**src/rtl/inst_loader.sv**
```systemverilog
// -----------------------------------------------------------------------------
// inst_loader
//
// Boot-time program loader. Receives a byte stream from the UART receiver,
// frames it as 0xA5, a 4-byte little-endian word count N, then N little-endian
// 32-bit words. Each word is written to the instruction RAM at consecutive
// word-aligned byte addresses starting at 0. The core is held in reset while
// a load is in progress and released one cycle after the final write.
//
// Ports:
//   clk       in   single clock, all state changes on its rising edge
//   rst       in   synchronous active-high reset
//   rx_valid  in   one-cycle strobe qualifying rx_data
//   rx_data   in   received byte
//   is_write  out  instruction RAM write enable, one-cycle pulse per word
//   im_addr   out  byte address of the write (word aligned)
//   im_inst   out  instruction word to write
//   core_rst  out  core reset request, high while loading or in error
//   busy      out  high in LEN, DATA and DONE
//   done      out  one-cycle pulse when a load completes
//   err       out  sticky abort flag (oversize length or inter-byte timeout)
// -----------------------------------------------------------------------------
module inst_loader #(
    parameter int w       = 32,
    parameter int DEPTH   = 2048,
    parameter int TIMEOUT = 1000000
) (
    input  logic         clk,
    input  logic         rst,
    input  logic         rx_valid,
    input  logic [7:0]   rx_data,
    output logic         is_write,
    output logic [w-1:0] im_addr,
    output logic [w-1:0] im_inst,
    output logic         core_rst,
    output logic         busy,
    output logic         done,
    output logic         err
);

    localparam logic [7:0] SYNC_BYTE = 8'hA5;
    // Index must be able to hold DEPTH itself (post-increment of the last word).
    localparam int IW = $clog2(DEPTH + 1);
    localparam int TW = $clog2(TIMEOUT + 1);

    typedef enum logic [2:0] {
        S_IDLE,
        S_LEN,
        S_DATA,
        S_DONE,
        S_ERR
    } state_t;

    state_t         r_state, w_state_next;
    logic [1:0]     r_byte_cnt, w_byte_cnt_next;
    logic [23:0]    r_shift, w_shift_next;
    logic [31:0]    r_len, w_len_next;
    logic [IW-1:0]  r_idx, w_idx_next;
    logic [TW-1:0]  r_tmo, w_tmo_next;
    logic           r_is_write, w_is_write_next;
    logic [w-1:0]   r_im_addr, w_im_addr_next;
    logic [w-1:0]   r_im_inst, w_im_inst_next;
    logic           r_core_rst, r_busy, r_done, r_err;

    // The incoming byte completes the word on top of the three held bytes.
    logic [31:0]    w_word;
    logic [IW-1:0]  w_idx_inc;
    logic           w_last_byte;

    assign w_word      = {rx_data, r_shift};
    assign w_idx_inc   = r_idx + 1'b1;
    assign w_last_byte = (r_byte_cnt == 2'd3);

    always_ff @(posedge clk) begin
        if (rst) begin
            r_state    <= S_IDLE;
            r_byte_cnt <= '0;
            r_shift    <= '0;
            r_len      <= '0;
            r_idx      <= '0;
            r_tmo      <= '0;
            r_is_write <= 1'b0;
            r_im_addr  <= '0;
            r_im_inst  <= '0;
            r_core_rst <= 1'b0;
            r_busy     <= 1'b0;
            r_done     <= 1'b0;
            r_err      <= 1'b0;
        end else begin
            r_state    <= w_state_next;
            r_byte_cnt <= w_byte_cnt_next;
            r_shift    <= w_shift_next;
            r_len      <= w_len_next;
            r_idx      <= w_idx_next;
            r_tmo      <= w_tmo_next;
            r_is_write <= w_is_write_next;
            r_im_addr  <= w_im_addr_next;
            r_im_inst  <= w_im_inst_next;
            // Status outputs are a registered decode of the next state so
            // they line up with the state they describe.
            r_core_rst <= (w_state_next != S_IDLE);
            r_busy     <= (w_state_next == S_LEN) || (w_state_next == S_DATA) ||
                          (w_state_next == S_DONE);
            r_done     <= (w_state_next == S_DONE);
            r_err      <= (w_state_next == S_ERR);
        end
    end

    always_comb begin
        w_state_next    = r_state;
        w_byte_cnt_next = r_byte_cnt;
        w_shift_next    = r_shift;
        w_len_next      = r_len;
        w_idx_next      = r_idx;
        w_tmo_next      = r_tmo;
        w_is_write_next = 1'b0;
        w_im_addr_next  = r_im_addr;
        w_im_inst_next  = r_im_inst;

        case (r_state)
            S_IDLE, S_ERR: begin
                if (rx_valid && (rx_data == SYNC_BYTE)) begin
                    w_state_next    = S_LEN;
                    w_byte_cnt_next = '0;
                    w_idx_next      = '0;
                    w_tmo_next      = '0;
                end
            end

            S_LEN, S_DATA: begin
                if (rx_valid) begin
                    w_tmo_next      = '0;
                    w_shift_next    = w_word[31:8];
                    w_byte_cnt_next = r_byte_cnt + 1'b1;
                    if (w_last_byte) begin
                        if (r_state == S_LEN) begin
                            w_len_next = w_word;
                            if (w_word == 32'd0)
                                w_state_next = S_DONE;
                            else if (w_word > 32'(DEPTH))
                                w_state_next = S_ERR;
                            else
                                w_state_next = S_DATA;
                        end else begin
                            w_is_write_next = 1'b1;
                            w_im_addr_next  = w'({r_idx, 2'b00});
                            w_im_inst_next  = w'(w_word);
                            w_idx_next      = w_idx_inc;
                            if (32'(w_idx_inc) == r_len)
                                w_state_next = S_DONE;
                        end
                    end
                end else if (r_tmo == TW'(TIMEOUT - 1)) begin
                    // This idle cycle is the TIMEOUT-th since the last byte;
                    // any partially assembled word is simply dropped.
                    w_state_next = S_ERR;
                end else begin
                    w_tmo_next = r_tmo + 1'b1;
                end
            end

            S_DONE: begin
                w_state_next = S_IDLE;
            end

            default: begin
                w_state_next = S_IDLE;
            end
        endcase
    end

    assign is_write = r_is_write;
    assign im_addr  = r_im_addr;
    assign im_inst  = r_im_inst;
    assign core_rst = r_core_rst;
    assign busy     = r_busy;
    assign done     = r_done;
    assign err      = r_err;

endmodule

```
**config.mk**
```make
export PLATFORM = sky130hd
export DESIGN_NAME = inst_loader
export DESIGN_NICKNAME = d
export VERILOG_FILES = /design/src/rtl/inst_loader.sv
export SDC_FILE = /design/constraint.sdc
export NUM_CORES = 1
export LEC_CHECK = 0
export ABC_AREA = 1
export CAP_MARGIN = 20
export CORE_MARGIN = 3
export CORE_UTILIZATION = 45
export DETAILED_ROUTE_END_ITERATION = 10
export GPL_TIMING_DRIVEN = 0
export PLACE_DENSITY = 0.67
export SLEW_MARGIN = 20
export SYNTH_ARGS = -nofsm -noshare
export SYNTH_HDL_FRONTEND = slang
export SYNTH_SLANG_ARGS = --single-unit
```
**constraint.sdc**
```tcl
create_clock -name clk -period 2.6 [get_ports clk]
set_input_delay 0.52 -clock clk [delete_from_list [all_inputs] [get_ports clk]]
set_output_delay 0.52 -clock clk [all_outputs]
set_load 0.005 [all_outputs]
```
; ---- Yosys cells after proc, flatten, opt, wreduce, memory -nomap -nowiden
; Cells that the tools add are included.
[word_totals]
register_bits = 142
latchBits = 0
ramBits = 0
romBits = 0
inputBits = 11
out_inout_bits = 69
word_cells = 75
n_memories = 0
[op_classes]
addsub = 3
mul = 0
div_mod_pow = 0
magnitude_cmp = 1
eq_ne = 16
shift = 0
n_mux = 22
bitwise_logic = 4
n_reduce_logical = 16
[op_table]
columns = op, n
row1 = $mux 20, 3
row2 = $mux 12, 4
row3 = $pmux 20 s2, 1
row4 = $eq 12x32->1, 1
row5 = $gt 32x12->1 const B, 1
row6 = $logic_not 32->1, 1
row7 = $mux 3, 8
row8 = $pmux 12 s2, 1
row9 = $add 20x1->20 const B, 1
row10 = $eq 20x20->1 const B, 1
row11 = $add 12x1->12 const B, 1
row12 = $eq 3x2->1 const B, 3
row13 = $eq 8x8->1 const B, 1
row14 = $ne 2x2->1 const B, 4
row15 = $reduce_and 4->1, 2
row16 = $eq 3x1->1 const B, 2
row17 = $eq 3x3->1 const B, 2
row18 = $pmux 3 s2, 1
row19 = $reduce_and 3->1, 2
row20 = $reduce_and 5->1, 1
row21 = $mux 2, 2
row22 = $not 1->1, 4
row23 = $pmux 2 s2, 1
row24 = $reduce_or 2->1, 2
row25 = other kinds (11), 12

; ---- Longest topological paths before layout
[logic_depth]
word_depth = 10
mapped_depth = 17
mapped_depth_nobuf = 17

; ---- Worst setup path before layout
; Ideal clock, no wire load.
[synth_timing]
kind = reg2reg
startpoint = register r_idx[0]
endpoint = register r_core_rst, in the netlist core_rst
setup_ns = 0.114
t_arrival_ns = 1.799
required_time_ns = 2.486
path_slack_ns = 0.687
path_stages_with_launch = 15
n_path_buf = 0
period_less_slack_ns = 1.913
cell_sequence = dfxtp_1 -> ha_1 -> nand3_4 -> nor2_8 -> nand2_2 -> o21ai_2 -> nand3_1 -> nand2_2 -> nor2_4 -> nand3_1 -> nand2_1 -> a21oi_2 -> nand2_1 -> nand2_1 -> nand2_1
[synth_between]
elab_chain_cells = 8
[synth_rtl]
columns = element, line_no
row1 = "start, declared", 58  ; logic [IW-1:0] r_idx, w_idx_next;
row2 = "start signal, assigned", 94  ; r_idx <= w_idx_next;
row3 = $add 12x1->12, 71  ; assign w_idx_inc = r_idx + 1'b1;
row4 = $eq 12x32->1, 149  ; if (32'(w_idx_inc) == r_len)
row5 = $mux 3, 149
row6 = $mux 3, 136  ; if (r_state == S_LEN) begin
row7 = $mux 3, 135  ; if (w_last_byte) begin
row8 = $mux 3, 131  ; if (rx_valid) begin
row9 = $pmux 3 s2, 120  ; case (r_state)
row10 = $reduce_bool 3->1, 101  ; r_core_rst <= (w_state_next != S_IDLE);
row11 = "end signal, assigned", 101
row12 = "end, declared", 63  ; logic r_core_rst, r_busy, r_done, r_err;
; Every way passes these cells.
; A chain may end at the register's enable or synchronous reset.

; ---- Worst setup path after layout
[layout_timing]
startpoint = input rx_valid
endpoint = register r_im_inst[25], in the netlist im_inst[25]
[layout_between]
elab_chain_cells = 1
[layout_rtl]
columns = element, line_no
row1 = "start, declared", 30  ; input logic rx_valid,
row2 = $reduce_and 4->1 (no source line), -
row3 = "end signal, assigned", 98  ; r_im_inst <= w_im_inst_next;
row4 = "end, declared", 62  ; logic [w-1:0] r_im_inst, w_im_inst_next;
; Every way passes these cells.

==> results.py <==
metrics = {
    "run_status": {
        "status": "completed",
    },
    "synthesis": {
        "synth_largest_area_cell": "dfxtp_1",
        "ys_types": 43,
        "synth_edf_count": 0,
        "synth-warning-count": 0,
        "ys.flop_type": "dfxtp_1",
        "ys_seq_elements": 142,
        "avgSynthCellArea_sq_um": 7.39,
        "syn_inst": 877,
        "synth_area_leaders": "dfxtp_1, a21oi_1, nand2_1",
        "yosysMostFrequentCell": "nand2_1",
        "synth_top_area_share_pct": 43.9,
        "synthArstFlopShare_pct": 0,
        "yosys-top-cells-count": "nand2_1, dfxtp_1, a21oi_1",
        "synth_area_sq_um": 6480,
        "seq_area_frac_synth_pct": 43.9,
    },
    "cts": {
        "postCtsSetupBuffers": 0,
        "ctsHoldBuffers": 0,
        "root_buffer": "clkbuf_16",
        "clock_sinks": 142,
        "cts_tree": "yes",
        "clock_latency_ns": 0.43,
        "h-tree-depth": 4,
        "clock_path_buffers": 2,
        "cts.clk_slew.worst_paths_ns": 0.06,
        "cts_made_buffers": 17,
        "cts_resized": 0,
    },
    "floorplanning": {
        "row_count": 43,
        "start_util_pct": 46.3,
        "die_area_sq_um": 15900,
        "core_sq_um": 14000,
        "die_h_um": 126,
        "ios": 80,
        "die_w_um": 126,
    },
    "critical_path": {
        "end_kind": "register",
        "rr_startpoint": "r_byte_cnt[0]",
        "start_kind": "primary input",
        "crit_path_start": "rx_valid",
        "reg2reg_depth": 7,
        "worst-endpoint-arrival_ns": 2.71,
        "crit_required_ns": 2.89,
        "critPathMaxFanout": 10,
        "timing.setup.critical_path_class": "in -> reg",
    },
    "timing": {
        "relSlewSlack_pct": 53.3,
        "slew_violations": 0,
        "setup_violations": 0,
        "rsz0062_at_grt": "false",
        "layout_setup_ws_ns": 0.179,
        "max_clock_freq_mhz": 413,
        "min_period_ns": 2.42,
        "fin_setup_tns_ns": 0,
        "clock_skew_ns": 0.00745,
        "hold_viol": 0,
        "period_share_pct": 93.1,
        "worstMarginPinSlew_ns": 0.700,
    },
    "global_routing": {
        "use_met3_pct": 5.34,
        "top_usage_layer": "met2",
        "grt-ovfl-total": 0,
        "antenna_found_initial": 0,
        "first_global_vias": 5526,
        "grt_util_met2_pct": 34.3,
        "grtUsageMet1_pct": 29.6,
        "grt_max_degree": 17,
        "grt_first_pass_wirelength_mm": 27.8,
        "track_usage_pct": 21.7,
    },
    "finish": {
        "multi_input_area_sq_um": 2990,
        "regArea_sq_um": 2840,
        "instances_no_fill": 1166,
        "nNetsFinal": 987,
        "nFillCells": 1371,
        "syn_to_final_growth_pct": 23.5,
        "layout-drive-gt1-share_pct": 10.0,
        "n_antenna_cell": 0,
    },
    "placed_design": {
        "dpl_worst_slack_ns": -0.401,
        "portBuffers": 58,
        "gp_congestion": 0.852,
        "dp_hpwl_mm": 12.1,
        "dpl.cell_count": 1134,
    },
    "pwr": {
        "peakVddDrop_mv": 0.497,
        "fin_total_pwr_mw": 4.94,
        "power_leakage_nw": 3.13,
        "p_per_area_nw_per_um2": 618,
    },
    "job": {
        "cap_viol_max_count": 0,
    },
    "min_path": {
        "hp-class": "reg -> reg",
        "whs_path_depth": 2,
        "hold_path_startpoint": "im_addr[7]",
    },
    "drt": {
        "wl_per_cell_um": 14.2,
        "vias": 5917,
        "firstDrtPassIters": 5,
        "routed_wl_mm": 16.5,
        "route.detailed.drc": 0,
        "routed_via_density": 5.07,
        "ant_nets": 0,
        "drtIter0Drc": 424,
    },
}
## sequential cells by signal, indices dropped and copies added (netlist names), 2 cells and up
signal / cells
r_shift: 24
r_state: 3
r_tmo: 20
r_idx: 12
r_byte_cnt: 2
im_inst: 32
r_len: 32
im_addr: 12
## power by group
| part | switching, mW | internal [mW] |
|---|---|---|
| Combinational | 0.0760 | 0.0451 |
| Sequential | 0.00128 | 2.18 |
| Clock | 0.992 | 1.65 |
| Total | 1.07 | 3.87 |
## worst paths after layout
kind / slack, ns / to
max reg2reg: 0.26 / im_inst[25]
min reg2reg: 0.46 / im_addr[7]
max: 0.18 / im_inst[25]
min: 0.46 / im_addr[7]
## logic make-up after synthesis
logic type | synth area share [%]
buf+inv | 11.1
fa+ha+maj | 0.579
other cells | 0.0579
simple gates | 25.4
xor+xnor | 1.16
compound gates | 17.8
flops | 43.9
## final cells by class
type	count	area share, %
repair buffers	58	7.26
clock inverters	13	2.49
flip-flops and latches	142	35.5
multi-input cells	587	37.4
well taps	180	2.82
plain buffers	63	4.10
clock buffers	19	5.54
inverters	104	4.88
## metrics by stage
| step | hold WS [ns] | utilization (%) | instance area (sq um) |
|---|---|---|---|
| 2_1_floorplan | 0.434 | - | 6550 |
| 3_5_place_dp | 0.454 | 52.6 | 7360 |
| 6_report | 0.460 | 57.2 | 8000 |
| 3_3_place_gp | 0.448 | 52.6 | 7360 |
| 4_1_cts | 0.463 | 57.2 | 8000 |
| 5_1_grt | 0.472 | 57.2 | 8000 |
## layout by cell type (no fill, tap or decap), types with 3 or more instances in the layout
cell type,netlist,layout
clkbuf_1,37,38
nand4_1,15,15
xor2_1,4,4
dfxtp_1,142,142
a21oi_1,123,123
nand3b_1,6,6
clkdlybuf4s50_1,0,58
nor2_1,59,59
nor2_2,4,4
buf_4,21,21
clkbuf_16,0,17
inv_2,5,5
inv_1,99,99
ha_1,3,3
a31oi_1,6,6
bufinv_16,0,4
nand3_1,68,68
nand2_2,8,9
conb_1,1,20
a211oi_1,11,11
nand2_1,149,148
o21ai_0,63,63
nor2_4,5,5
nor3_1,10,10
inv_6,0,4
nand3_2,6,6
buf_2,4,4
## routing by layer
metal,share of wire [%],up-vias,routed length (um)
met5,0,-,0
met4,1.4,0,230
met3,5.1,18,840
met2,45,153,7460
met1,48,2687,8010
li1,-,3059,-
## worst max-delay path, cell delays in order
cell and delay, ns:
clkdlybuf4s50_1 0.62, nand2_1 0.16, nor2_2 0.50, nand2_2 0.35, clkbuf_1 0.36, nand2_1 0.13, a21oi_1 0.06
Note: power is estimated with default switching activity, not from simulation.
